==> config.mk <==
export PLATFORM = sky130hd
export DESIGN_NAME = forward_scoreboard
export DESIGN_NICKNAME = d
export VERILOG_FILES = /design/src/rtl/fwd_pkg.sv /design/src/rtl/fwd_src_match.sv /design/src/rtl/forward_scoreboard.sv
export SDC_FILE = /design/constraint.sdc
export NUM_CORES = 1
export LEC_CHECK = 0
export CAP_MARGIN = 15
export CORE_MARGIN = 1.5
export CORE_UTILIZATION = 40
export CTS_CLUSTER_SIZE = 12
export DETAILED_ROUTE_END_ITERATION = 8
export GPL_ROUTABILITY_DRIVEN = 0
export PLACE_DENSITY = 0.69
export RECOVER_POWER = 100
export SYNTH_ARGS = -nofsm -noshare
export SYNTH_HDL_FRONTEND = slang
export SYNTH_SLANG_ARGS = --single-unit
==> constraint.sdc <==
create_clock -name clk_i -period 2.7 [get_ports clk_i]
set_input_delay 0.27 -clock clk_i [delete_from_list [all_inputs] [get_ports clk_i]]
set_output_delay 0.27 -clock clk_i [all_outputs]
set_load 0.01 [all_outputs]
==> src/rtl/fwd_pkg.sv <==
// rtl/fwd_pkg.sv - stage-entry type, register-zero constant and select-width helper for the forward scoreboard
package fwd_pkg;

   // Register x0 is hardwired to zero and is never a forwarding source.
   localparam logic [4:0] REG_ZERO = 5'd0;

   // Remaining-latency width: 3 bits covers the largest clamp (DEPTH-1 = 7);
   // without multicycle ops only a load's single extra cycle is tracked.
`ifdef FWD_MULTICYCLE_EN
   localparam int REM_W = 3;
`else
   localparam int REM_W = 1;
`endif

   typedef struct packed {
      logic             valid;
      logic [4:0]       rd;
      logic             regwrite;
      logic [REM_W-1:0] rem;
   } stage_entry_t;

   // Width of one forward select: encodes 0 (register file) .. depth.
   function automatic int sel_width(input int depth);
      return $clog2(depth + 1);
   endfunction

endpackage

==> src/rtl/fwd_src_match.sv <==
// rtl/fwd_src_match.sv - one source port's match against all stages with youngest-first priority
module fwd_src_match
   import fwd_pkg::*;
#(
   parameter int unsigned DEPTH = 2,
   parameter int unsigned SEL_W = 2
) (
   input  stage_entry_t [DEPTH-1:0] stages,
   input  logic [4:0]               rs,
   input  logic                     use_src,
   output logic [SEL_W-1:0]         sel,
   output logic                     hazard
);

   // Scan oldest to youngest so the last hit, the smallest stage index, wins.
   always_comb begin
      sel    = '0;
      hazard = 1'b0;
      for (int k = DEPTH; k >= 1; k--) begin
         if (stages[k-1].valid && stages[k-1].regwrite && use_src &&
             stages[k-1].rd != REG_ZERO && stages[k-1].rd == rs) begin
            sel    = SEL_W'(k);
            hazard = (stages[k-1].rem != '0);
         end
      end
   end

endmodule

==> src/rtl/forward_scoreboard.sv <==
// rtl/forward_scoreboard.sv - in-flight producer tracker giving forward selects and load-use stalls (option: FWD_MULTICYCLE_EN)
module forward_scoreboard
   import fwd_pkg::*;
#(
   parameter int unsigned NUM_SRC = 2,
   parameter int unsigned DEPTH   = 2,
   parameter int unsigned LAT_W   = 2
) (
   input  logic                               clk_i,
   input  logic                               rst_i,
   input  logic                               issue_valid_i,
   input  logic [4:0]                         issue_rd_i,
   input  logic                               issue_regwrite_i,
   input  logic                               issue_is_load_i,
`ifdef FWD_MULTICYCLE_EN
   input  logic [LAT_W-1:0]                   issue_lat_i,
`endif
   input  logic [NUM_SRC*5-1:0]               src_rs_i,
   input  logic [NUM_SRC-1:0]                 src_use_i,
   input  logic                               flush_i,
   output logic [NUM_SRC*sel_width(DEPTH)-1:0] fwd_sel_o,
   output logic                               stall_o,
   output logic [15:0]                        stall_cnt_o
);

   localparam int unsigned SEL_W = sel_width(DEPTH);

   if (DEPTH < 2 || DEPTH > 8 || LAT_W < 1) begin : g_bad_param
      $error("forward_scoreboard: DEPTH must be 2..8 and LAT_W at least 1");
   end

   // stage_q[k-1] holds stage k; index 0 is the youngest producer.
   stage_entry_t [DEPTH-1:0] stage_q;
   stage_entry_t [DEPTH-1:0] stage_d;
   logic [NUM_SRC-1:0]       hazard;
   logic [REM_W-1:0]         rem_in;
   logic                     capture;
   logic [15:0]              stall_cnt_q;

   for (genvar n = 0; n < NUM_SRC; n++) begin : g_src
      fwd_src_match #(
         .DEPTH (DEPTH),
         .SEL_W (SEL_W)
      ) u_match (
         .stages  (stage_q),
         .rs      (src_rs_i[5*n +: 5]),
         .use_src (src_use_i[n]),
         .sel     (fwd_sel_o[SEL_W*n +: SEL_W]),
         .hazard  (hazard[n])
      );
   end

   // Flush overrides any hazard; a stalled or flushed slot becomes a bubble.
   assign stall_o     = issue_valid_i && !flush_i && (|hazard);
   assign capture     = issue_valid_i && !flush_i && !stall_o;
   assign stall_cnt_o = stall_cnt_q;

   // Cycles until the new result is forwardable; long ops are clamped so they
   // are always ready by the time they reach the oldest tracked stage.
   always_comb begin
      rem_in = '0;
      if (issue_is_load_i) begin
         rem_in = REM_W'(1);
      end
`ifdef FWD_MULTICYCLE_EN
      else if (32'(issue_lat_i) > DEPTH - 1) begin
         rem_in = REM_W'(DEPTH - 1);
      end else begin
         rem_in = REM_W'(issue_lat_i);
      end
`endif
   end

   // Next pipeline contents: new entry or bubble in stage 1, older entries age by one.
   always_comb begin
      stage_d = '0;
      if (capture) begin
         stage_d[0].valid    = 1'b1;
         stage_d[0].rd       = issue_rd_i;
         stage_d[0].regwrite = issue_regwrite_i;
         stage_d[0].rem      = rem_in;
      end
      for (int k = 1; k < DEPTH; k++) begin
         stage_d[k] = stage_q[k-1];
         if (stage_q[k-1].rem != '0) begin
            stage_d[k].rem = stage_q[k-1].rem - REM_W'(1);
         end
      end
   end

   // Stage registers and saturating stall counter; reset clears everything at once.
   always_ff @(posedge clk_i or negedge rst_i) begin
      if (!rst_i) begin
         stage_q     <= '0;
         stall_cnt_q <= '0;
      end else begin
         stage_q <= stage_d;
         if (stall_o && stall_cnt_q != 16'hFFFF) begin
            stall_cnt_q <= stall_cnt_q + 16'd1;
         end
      end
   end

endmodule

==> flow_summary.ini <==
[synth]
asyncSetResetFlopFracSynth_pct = 100
synth_top_family_by_area = simple AND/OR/NAND/NOR gates
synth_enable_flop_cells = 0
synth_top_area_cell = sky130_fd_sc_hd__dfrtp_1
synth-warning-count = 0
yosys.area_share.simple_pct = 23.1
synth_mux_area_share_pct = 0.968
syn_area_per_cell_um2 = 11.3
syn_nets = 161
post_synth_inst_count = 137
post_synthesis_share_of_cell_area_spent_on_xor_and_xnor_gates_pct = 19.8
synth.top_cell.area_share_pct = 50.0
synth_top_cells_by_area = sky130_fd_sc_hd__dfrtp_1, sky130_fd_sc_hd__xnor2_1, sky130_fd_sc_hd__xor2_1
yosys.cell_types.count = 29
synth-compound-area-share_pct = 3.71
ys_seq_area_share_pct = 50.0
synth-seq-cells = 31
post_synth_instance_area_mm2 = 0.00155
synth_adder_area_share_pct = 0.806
yosys_most_used_dff = sky130_fd_sc_hd__dfrtp_1

[setup_path]
cp_data_required_time_ns = 2.43
endpoint_kind = output pin
source_of_the_worst_register_to_register_timing_path = stage_d[13]$_DFF_PN0_
critPathMaxFanout = 4
worstReg2RegEnd = stall_cnt_o[1]$_DFFE_PN0P_
depth_of_the_worst_register_to_register_path = 6
cp-startpoint = stage_d[10]$_DFF_PN0_
timing.reg2reg.setup_slack_ns = 0.25
timing.critical_path.to = stall_o
cp_data_arrival_time_ns = 2.32
path_class = register to output pin
setup.worst_path.start_class = register

[cts]
cts_hold_buffers = 0
htreeDepth = 2
tritoncts.num_buffers = 5
cts_sinks = 31
buffer_depth_of_the_longest_clock_path = 2
clkLatencyLatePin_ns = 0.28
tritoncts = yes
path_clk_slew_ns = 0.06
cts_root_buffer = sky130_fd_sc_hd__clkbuf_8

[floorplan]
placement_rows = 22
die-height_um = 65.3
floorplan.core_area_mm2 = 0.00369
top_level_ports = 44
dieWidth_um = 65.3
initial_utilization_pct = 42.1
die_footprint_mm2 = 0.00426

[global_routing]
grt_start_max_net_pins = 32
global_route_wire_length_before_repair_mm = 5.75
aggregate_global_route_resource_usage_pct = 18.1
antenna_found_initial = 0
first_global_vias = 1234
grt-ovfl-total = 0

[layout]
area_growth_syn_to_layout_pct = 34.9
layout_commonest_cell = sky130_fd_sc_hd__dfrtp_1
layout.cells.most_common_list = sky130_fd_sc_hd__dfrtp_1, sky130_fd_sc_hd__xnor2_1, sky130_fd_sc_hd__clkdlybuf4s50_1
layout_cell_share_with_drive_strength_beyond_1_pct = 6.45
antenna-diode-count = 0
nNetsFinal = 211

[sta]
rsz0062_at_grt = no
min_period_ns = 2.59
postLayoutSetupSlackWorst_ns = 0.113
final.setup.tns_ns = 0
timing.max_slew.rel_slack_pct = -8.38
finalHoldViolations = 0
max_freq_mhz = 387
fin_crit_sh_pct = 95.8
report.final.setup_viol = 0
worstMarginPinSlew_ns = 1.63
finClkSkew_ns = 0.00632
timing.final.max_slew_violations = 32

[pwr]
power.leakage_nw = 0.917
power_density_mw_per_mm2 = 427
peakVddDrop_v = 0.000273

[job]
count_of_maximum_capacitance_violations = 1

[detailed_routing]
route.final.wire_length_mm = 3.46
drt-wirelength-per-cell_um = 14.8
number_of_routed_nets_with_antenna_violations = 0
dr.first_iter.drc_count = 40
vias = 1239
remaining_drc_errors = 0
first_pass_iters = 4
drt_via_density = 5.29

[hold_path]
min-delay-start = stage_d[9]$_DFF_PN0_
timing.hold.worst.class = register to register

[run_status]
run_status = finished with violations
violations = capacitance limit, slew limit

[placement]
dpl_worst_slack_ns = 0.293
quantity_of_i_o_buffers_inserted_on_ports = 43
detailed_place_hpwl_mm = 2.60
## report_power, final
| part | internal (mW) | switching, mW | total, mW |
|---|---|---|---|
| clock | 0.171 | 0.153 | 0.324 |
| combinational | 0.0486 | 0.0366 | 0.0852 |
| sequential | 0.474 | 0.0102 | 0.484 |
| total | 0.694 | 0.199 | 0.893 |
## through the flow
stage | power [mW] | hold slack [ns] | cell area [um2] | util [%] | std cells
final | 0.893 | 0.392 | 2090 | 56.8 | 234
after CTS | 0.905 | 0.385 | 2110 | 57.2 | 233
after global routing | 0.936 | 0.419 | 2090 | 56.8 | 234
after floorplan | 0.523 | -0.0256 | 1550 | - | 137
after detailed placement | 0.579 | 0.388 | 2040 | 55.2 | 227
after global placement | 0.577 | 0.389 | 2040 | 55.2 | 227
## cell families after synthesis
family | after synthesis
xor gates and xnor gates | 35
DFF | 31
muxes | 1
and+or+nand+nor | 60
adders and majority gates | 1
buffers and inverters | 4
AOI/OAI and AO/OA | 5
## worst max-delay path, stage by stage (launching register included)
cell and delay, ns:
sky130_fd_sc_hd__dfrtp_1 0.43, sky130_fd_sc_hd__or4_1 0.55, sky130_fd_sc_hd__o211ai_2 0.23, sky130_fd_sc_hd__or4b_4 0.18, sky130_fd_sc_hd__and2b_1 0.18, sky130_fd_sc_hd__clkdlybuf4s50_1 0.47
## worst min path at each step
stage,slack (ns),to,cells past startpoint
after floorplan,-0.03,stage_d[10]$_DFF_PN0_,0
after global placement,0.39,stage_q[15]$_DFF_PN0_,0
after detailed placement,0.39,stage_q[9]$_DFF_PN0_,0
after CTS,0.38,stall_cnt_o[7]$_DFFE_PN0P_,2
after global routing,0.42,stage_q[9]$_DFF_PN0_,0
final,0.39,stage_q[9]$_DFF_PN0_,0
## sequential cells by signal (all words and copies together) (netlist names)
signal and cells:
stage_d 7, stage_q 8, stall_cnt_o 16
## Yosys cell counts (all sizes together), types with 2 or more instances
library cell	instances
buf	3
nor2	3
nor3	7
or4	2
nor4	3
o211ai	2
nand3	12
and3	5
dfrtp	31
xnor2	25
nand2	5
xor2	10
nand4	9
and2	8
## metal layers
metal	track usage, %	up-vias	wire length, um	part of all wire, %
met5	0	-	0	0
met1	22.6	612	1530	44
met3	4.28	7	169	4.9
met2	29.0	35	1690	49
li1	-	585	-	-
met4	9.90	0	65	1.9
## what timing repair did
item	CTS	global route
setup endpoints to repair	0	2
resized for setup	0	2
buffers inserted	0	1
## layout make-up
type | count | area, um2
clock buffer | 6 | 72.6
fill | 334 | 1600
inverter | 1 | 3.75
multi-input combinational | 102 | 738
sequential | 31 | 776
tap | 48 | 60.1
timing repair buffer | 46 | 443
No activity file was read; power rests on OpenSTA's default activity.
